==> src/rtl/mdu_seq_if.sv <==
// Bundle between the EX control path and the iterative multiply/divide sequencer.
// The EX side (master) drives the request; the sequencer (slave) returns status and result.
`timescale 1ns/1ps
interface mdu_seq_if #(parameter int WIDTH = 32);
  logic             i_start_EX;
  logic [2:0]       i_mdu_op_EX;
  logic [WIDTH-1:0] i_rd1_EX;
  logic [WIDTH-1:0] i_rd2_EX;
  logic             i_flush_EX;
  logic             o_busy_EX;
  logic             o_done_EX;
  logic [WIDTH-1:0] o_result_EX;

  modport master (
    output i_start_EX, i_mdu_op_EX, i_rd1_EX, i_rd2_EX, i_flush_EX,
    input  o_busy_EX, o_done_EX, o_result_EX
  );

  modport slave (
    input  i_start_EX, i_mdu_op_EX, i_rd1_EX, i_rd2_EX, i_flush_EX,
    output o_busy_EX, o_done_EX, o_result_EX
  );
endinterface

==> src/rtl/mdu_seq.sv <==
// RV32M iterative multiply/divide sequencer: shift-add multiply, restoring divide, WIDTH iterations.
// Divider datapath is present only when OSIRIS_MDU_DIV_EN is defined; otherwise ops 1xx return 0.
`timescale 1ns/1ps
module mdu_seq #(
  parameter int WIDTH = 32
) (
  input  logic      clk,
  input  logic      rst,
  mdu_seq_if.slave  bus
);
  localparam int CW = (WIDTH > 1) ? $clog2(WIDTH) : 1;
  localparam logic [CW-1:0] CNT_LAST = CW'(WIDTH - 1);

  typedef enum logic [1:0] {IDLE, ITER, FIX, DONE} state_e;

  state_e             state_q, state_d;
  logic [CW-1:0]      cnt_q, cnt_d;
  logic               neg_q, neg_d;
  logic               sel_lo_q, sel_lo_d;
  logic [WIDTH-1:0]   opnd_q, opnd_d;
  logic [2*WIDTH-1:0] prod_q, prod_d;
  logic [WIDTH-1:0]   result_q, result_d;

  logic               is_div_in, sgn1_in, sgn2_in, s1_in, s2_in;
  logic [WIDTH-1:0]   abs1_in, abs2_in;
  logic               special_in;
  logic [WIDTH-1:0]   special_res;
  logic [WIDTH:0]     mul_sum;
  logic [2*WIDTH-1:0] step, prod_fix;
  logic [WIDTH-1:0]   fixed_res;

  always_comb begin
    is_div_in = bus.i_mdu_op_EX[2];
    sgn1_in   = bus.i_mdu_op_EX inside {3'b001, 3'b010, 3'b100, 3'b110};
    sgn2_in   = bus.i_mdu_op_EX inside {3'b001, 3'b100, 3'b110};
    s1_in     = sgn1_in & bus.i_rd1_EX[WIDTH-1];
    s2_in     = sgn2_in & bus.i_rd2_EX[WIDTH-1];
    abs1_in   = s1_in ? -bus.i_rd1_EX : bus.i_rd1_EX;
    abs2_in   = s2_in ? -bus.i_rd2_EX : bus.i_rd2_EX;
  end

`ifdef OSIRIS_MDU_DIV_EN
  logic             div_q, div_d;
  logic [WIDTH:0]   rem_shift, rem_diff;
  logic             borrow;
  logic             div_unused;
  logic [WIDTH-1:0] div_word;

  assign div_unused = rem_diff[WIDTH];

  // Divide-by-zero and signed overflow never enter the iteration loop.
  always_comb begin
    special_in  = 1'b0;
    special_res = '0;
    if (is_div_in) begin
      if (bus.i_rd2_EX == '0) begin
        special_in  = 1'b1;
        special_res = bus.i_mdu_op_EX[1] ? bus.i_rd1_EX : '1;
      end else if (!bus.i_mdu_op_EX[0] && bus.i_rd1_EX == {1'b1, {(WIDTH-1){1'b0}}}
                   && bus.i_rd2_EX == '1) begin
        special_in  = 1'b1;
        special_res = bus.i_mdu_op_EX[1] ? '0 : bus.i_rd1_EX;
      end
    end
  end
`else
  assign special_in  = is_div_in;
  assign special_res = '0;
`endif

  // One iteration: multiply adds then shifts right; divide shifts left then trial-subtracts.
  always_comb begin
    mul_sum = {1'b0, prod_q[2*WIDTH-1:WIDTH]} + (prod_q[0] ? {1'b0, opnd_q} : '0);
    step    = {mul_sum, prod_q[WIDTH-1:1]};
`ifdef OSIRIS_MDU_DIV_EN
    rem_shift = {prod_q[2*WIDTH-1:WIDTH], prod_q[WIDTH-1]};
    rem_diff  = rem_shift - {1'b0, opnd_q};
    borrow    = rem_shift < {1'b0, opnd_q};
    if (div_q) begin
      step = {(borrow ? rem_shift[WIDTH-1:0] : rem_diff[WIDTH-1:0]),
              prod_q[WIDTH-2:0], ~borrow};
    end
`endif
  end

  always_comb begin
    prod_fix  = neg_q ? -prod_q : prod_q;
    fixed_res = sel_lo_q ? prod_fix[WIDTH-1:0] : prod_fix[2*WIDTH-1:WIDTH];
`ifdef OSIRIS_MDU_DIV_EN
    div_word = sel_lo_q ? prod_q[WIDTH-1:0] : prod_q[2*WIDTH-1:WIDTH];
    if (div_q) begin
      fixed_res = neg_q ? -div_word : div_word;
    end
`endif
  end

  always_comb begin
    state_d  = state_q;
    cnt_d    = cnt_q;
    neg_d    = neg_q;
    sel_lo_d = sel_lo_q;
    opnd_d   = opnd_q;
    prod_d   = prod_q;
    result_d = result_q;
`ifdef OSIRIS_MDU_DIV_EN
    div_d    = div_q;
`endif
    case (state_q)
      IDLE, DONE: begin
        state_d = IDLE;
        if (bus.i_start_EX) begin
          neg_d    = (is_div_in && bus.i_mdu_op_EX[1]) ? s1_in : (s1_in ^ s2_in);
          sel_lo_d = is_div_in ? ~bus.i_mdu_op_EX[1] : (bus.i_mdu_op_EX[1:0] == 2'b00);
          opnd_d   = is_div_in ? abs2_in : abs1_in;
          prod_d   = {{WIDTH{1'b0}}, (is_div_in ? abs1_in : abs2_in)};
          cnt_d    = '0;
`ifdef OSIRIS_MDU_DIV_EN
          div_d    = is_div_in;
`endif
          if (special_in) begin
            state_d  = DONE;
            result_d = special_res;
          end else begin
            state_d = ITER;
          end
        end
      end
      ITER: begin
        prod_d = step;
        cnt_d  = cnt_q + 1'b1;
        if (cnt_q == CNT_LAST) state_d = FIX;
      end
      FIX: begin
        result_d = fixed_res;
        state_d  = DONE;
      end
      default: state_d = IDLE;
    endcase
    // Flush overrides everything, including a same-cycle start.
    if (bus.i_flush_EX) begin
      state_d  = IDLE;
      result_d = result_q;
    end
  end

  always_ff @(posedge clk) begin
    if (rst) begin
      state_q  <= IDLE;
      cnt_q    <= '0;
      neg_q    <= 1'b0;
      sel_lo_q <= 1'b0;
      opnd_q   <= '0;
      prod_q   <= '0;
      result_q <= '0;
`ifdef OSIRIS_MDU_DIV_EN
      div_q    <= 1'b0;
`endif
    end else begin
      state_q  <= state_d;
      cnt_q    <= cnt_d;
      neg_q    <= neg_d;
      sel_lo_q <= sel_lo_d;
      opnd_q   <= opnd_d;
      prod_q   <= prod_d;
      result_q <= result_d;
`ifdef OSIRIS_MDU_DIV_EN
      div_q    <= div_d;
`endif
    end
  end

  assign bus.o_busy_EX   = (state_q == ITER) || (state_q == FIX);
  assign bus.o_done_EX   = (state_q == DONE);
  assign bus.o_result_EX = result_q;
endmodule
==> src/flat_wrapper.sv <==
// flat-port wrapper written by rule: the top's interface ports become plain ports
module mdu_seq_flat 
#(
  parameter int WIDTH = 32
)
  (clk, rst, bus_i_start_EX, bus_i_mdu_op_EX, bus_i_rd1_EX, bus_i_rd2_EX, bus_i_flush_EX, bus_o_busy_EX, bus_o_done_EX, bus_o_result_EX);
  mdu_seq_if #(.WIDTH(WIDTH)) bus_i ();
  input  logic clk;
  input  logic rst;
  input wire logic [$bits(bus_i.i_start_EX)-1:0] bus_i_start_EX;
  input wire logic [$bits(bus_i.i_mdu_op_EX)-1:0] bus_i_mdu_op_EX;
  input wire logic [$bits(bus_i.i_rd1_EX)-1:0] bus_i_rd1_EX;
  input wire logic [$bits(bus_i.i_rd2_EX)-1:0] bus_i_rd2_EX;
  input wire logic [$bits(bus_i.i_flush_EX)-1:0] bus_i_flush_EX;
  output wire logic [$bits(bus_i.o_busy_EX)-1:0] bus_o_busy_EX;
  output wire logic [$bits(bus_i.o_done_EX)-1:0] bus_o_done_EX;
  output wire logic [$bits(bus_i.o_result_EX)-1:0] bus_o_result_EX;
  assign bus_i.i_start_EX = bus_i_start_EX;
  assign bus_i.i_mdu_op_EX = bus_i_mdu_op_EX;
  assign bus_i.i_rd1_EX = bus_i_rd1_EX;
  assign bus_i.i_rd2_EX = bus_i_rd2_EX;
  assign bus_i.i_flush_EX = bus_i_flush_EX;
  assign bus_o_busy_EX = bus_i.o_busy_EX;
  assign bus_o_done_EX = bus_i.o_done_EX;
  assign bus_o_result_EX = bus_i.o_result_EX;
  mdu_seq #(.WIDTH(WIDTH)) u_core (.clk(clk), .rst(rst), .bus(bus_i));
endmodule
==> config.mk <==
export PLATFORM = sky130hd
export DESIGN_NAME = mdu_seq_flat
export DESIGN_NICKNAME = d
export VERILOG_FILES = /design/src/rtl/mdu_seq_if.sv /design/src/rtl/mdu_seq.sv /design/src/flat_wrapper.sv
export SDC_FILE = /design/constraint.sdc
export NUM_CORES = 1
export LEC_CHECK = 0
export BUFFER_PORTS_ARGS = -buffer_cell sky130_fd_sc_hd__buf_4
export CAP_MARGIN = 30
export CORE_MARGIN = 2
export CORE_UTILIZATION = 35
export CTS_CLUSTER_DIAMETER = 30
export DETAILED_ROUTE_END_ITERATION = 16
export PLACE_DENSITY = 0.56
export REMOVE_ABC_BUFFERS = 1
export SYNTH_ARGS = -nofsm -noshare
export SYNTH_HDL_FRONTEND = slang
export SYNTH_SLANG_ARGS = --single-unit
==> constraint.sdc <==
create_clock -name clk -period 2.9 [get_ports clk]
set_clock_uncertainty 0.05 [all_clocks]
set_input_delay 0.435 -clock clk [delete_from_list [all_inputs] [get_ports clk]]
set_output_delay 0.435 -clock clk [all_outputs]
set_load 0.02 [all_outputs]
==> out/qor.txt <==
Clk sink count - 137
Via count - 11,200
TritonCTS clock tree - built
Reg power frac - 36.3%
Vias in the first global route - 10,300
Sw frac - 31.5%
Num rows - 63
Nets - 1,709
Die width - 178 um
DP Cell Count - 1,961
Crit path cell chain - and2_1 > ha_2 > inv_1 > fa_2 > nor2b_4 > o31ai_1 > a211o_1 > nor3b_1 > o41ai_2 > a21oi_1 > xor2_1 > o21ai_0
R2R Setup Slk - 70 ps
Critical Path RT - 3210 ps
Cell type with the largest total area after synthesis - dfxtp_1
Synth warn - 0
Vias per cell - 5.62
Top Usage Layer GRT - met2
CP max FO - 3
CP peak stage delay - 430 ps
CTS buffer count - 17
Hold crit path type - in2reg
Switch Pwr - 1790 uW
Global Route met2 Usage - 36.8%
Area Overhead vs Synth - 26.4%
DRT Wirelength - 37,100 um
Type of destination of the critical path - register
Final Hold Fails - 0
Max Fclk - 353 MHz
Critical path buffers and inverters - 1
Comb power frac - 25.7%
Dpl ws - -142 ps
Critical path startpoint - u_core.prod_q[0]
Top_reg_cell synth - dfxtp_1
Post-CTS Hold Fix Bufs - 0
Die area - 0.0317 mm^2
RD Place Congestion - 0.938
Mapped Cells - 1,420
Mapped cell area - 0.0106 mm^2
Initial Utilization - 35.7%
Crit path DAT - 3140 ps
Async S/R FF share, synth - 0%
First-pass GRT wire length - 57,000 um
Grt met3 use - 3.32%
Most frequent cells in the layout - buf_4, nand2_1, dfxtp_1, nor2_1, a21oi_1
Status - completed
Rel. slew slack - 48.9%
Port Buf Inserts - 104
Slew Limit Fails - 0
Top post-synthesis cells by area - dfxtp_1, xor2_1, nand2_1
Clk_lat worst skew - 430 ps
Io pins - 105
Antenna cells - 0
Post-route antenna net violation count - 0
Yosys top cell area share - 25.8%
Core area - 0.0297 mm^2
Maximum vdd drop - 0.000416 V
CTS root buf - clkbuf_16
GRT Residual Overflow - 0
Dpl cell area - 0.0126 mm^2
Commonest non-fill, non-tap cell in the layout - buf_4
Delay-heaviest family, CP - compound AO/OA/AOI/OAI gates
Worst setup margin - 68.4 ps
Fin crit period - 2830 ps
Hold_ws - 143 ps
Post-synthesis cell type count - 69
DIE HEIGHT - 178 um
R2r endpoint - u_core.prod_q[61]
Max cap viols - 0
Layout cells sized above 1 - 21.1%
Startpoint Class - register
H-Tree Depth - 4
Antenna violations before repair - 0
Synthesized flop and latch total - 137
P_leak - 0.00547 uW
Final setup violating endpoints - 0
Pwr dens - 425 mW/mm^2
DRT Pass-1 Iters - 6
Dpl hpwl - 29,800 um
Clock tree buffer depth - 2
Clock power frac - 38.0%
DRC viols - 0
Post-synthesis sequential area ratio - 25.8%
Cells on worst reg2reg path - 12
CTS clock-pin slew for the worst setup and hold paths - 50 ps
Worst Setup Path Type - reg2reg
Hold Path Sink - u_core.state_q[1]
Crit-path slowest cell - o41ai_2
DR WL/cell - 18.6 um
Hold Crit Depth - 2
RSZ-0062 raised after global routing - true
Post-synth EDFFs - 0
Mean Syn Cell Area - 7.47 um^2
Largest net degree at the start of global routing - 60
Worst Hold Launch - bus_i_flush_EX
Detailed Route Iter0 Violations - 1,005
Slew @ Worst Pin - 766 ps
Final period util - 97.6%
Final Instance Area - 0.0134 mm^2
Internal - 3910 uW
Layout Cells excl Fill - 1,997
GRT Util Overall - 23.3%
M1 GR Usage - 32.7%
FF-to-FF Start - u_core.prod_q[0]
[final cells by class]
cell class | instances | area, um^2
sequential | 137 | 2740
clock buffer | 23 | 488
fill | 2974 | 16300
timing repair buffer | 255 | 1930
multi-input combinational | 1163 | 7590
clock inverter | 7 | 92.6
inverter | 22 | 82.6
tap | 390 | 488
[cell usage after synthesis, types with 16 or more instances]
library cell / n
xnor2_1: 54
nor2_1: 114
and2_1: 36
o22ai_1: 23
nor3_1: 47
a21oi_1: 113
nand2_1: 160
mux2i_1: 19
o31ai_1: 28
buf_1: 16
xor2_1: 70
or3_1: 27
nand3_1: 36
clkbuf_1: 78
a21o_1: 18
ha_1: 41
and3_1: 27
dfxtp_1: 137
o21ai_0: 106
a22oi_1: 22
o211ai_1: 17
inv_1: 22
[timing repair]
action,in CTS,in global routing
pin swaps,0,11
setup buffers,0,6
hold endpoints to repair,0,0
resized for setup,5,32
setup endpoints to repair,9,36
[metal layers]
layer,share of wire [%],up-vias
li1,-,5555
met1,48,5231
met2,44,404
met3,6.5,42
met4,1.9,0
met5,0,-
[flip-flops by register name, indices dropped and copies added (netlist names)]
name / count
u_core.bus.o_result_EX: 32
u_core.cnt_q: 5
u_core.neg_q: 1
u_core.opnd_q: 32
u_core.prod_q: 64
u_core.sel_lo_q: 1
u_core.state_q: 2
[worst reg2reg max path, stage by stage (launching register included)]
cell and delay [ps]:
dfxtp_1 330, and2_1 130, ha_2 180, inv_1 50, fa_2 370, nor2b_4 140, o31ai_1 100, a211o_1 370
nor3b_1 180, o41ai_2 430, a21oi_1 140, xor2_1 150, o21ai_0 130
[how the worst max path moves through the flow]
stage	to	cells past startpoint
floorplan	u_core.prod_q[38]	5
global placement	u_core.prod_q[62]	12
detailed placement	u_core.prod_q[62]	12
CTS	u_core.prod_q[62]	12
global route	u_core.prod_q[57]	12
finish	u_core.prod_q[61]	12
[cells by family after synthesis]
group                    after synthesis  synth area share, %
AND/OR/NAND/NOR                      537                 25.5
multiplexers                          26                 2.53
XOR/XNOR                             124                 10.2
flip-flops                           137                 25.8
adder cells (fa/ha/maj)               42                 5.02
buffers and inverters                120                 4.35
AO/OA/AOI/OAI                        434                 26.5
[through the flow]
step                      setup TNS, ps  util (%)  total power [uW]
after floorplan                  -67210         -              2870
after global placement             -962      42.4              3520
after detailed placement          -1420      42.5              3540
after CTS                          -121      44.5              5700
after global routing               -166      45.2              5970
final                                 0      45.2              5700
[power groups by stage]
stage | sequential [uW] | combinational [uW] | clock, uW
2_1_floorplan | 2120 | 755 | 0
3_3_place_gp | 2100 | 1420 | 0
3_5_place_dp | 2100 | 1430 | 0
4_1_cts | 2060 | 1440 | 2200
5_1_grt | 2080 | 1610 | 2290
6_report | 2070 | 1470 | 2170
No activity file was read; power rests on OpenSTA's default activity.
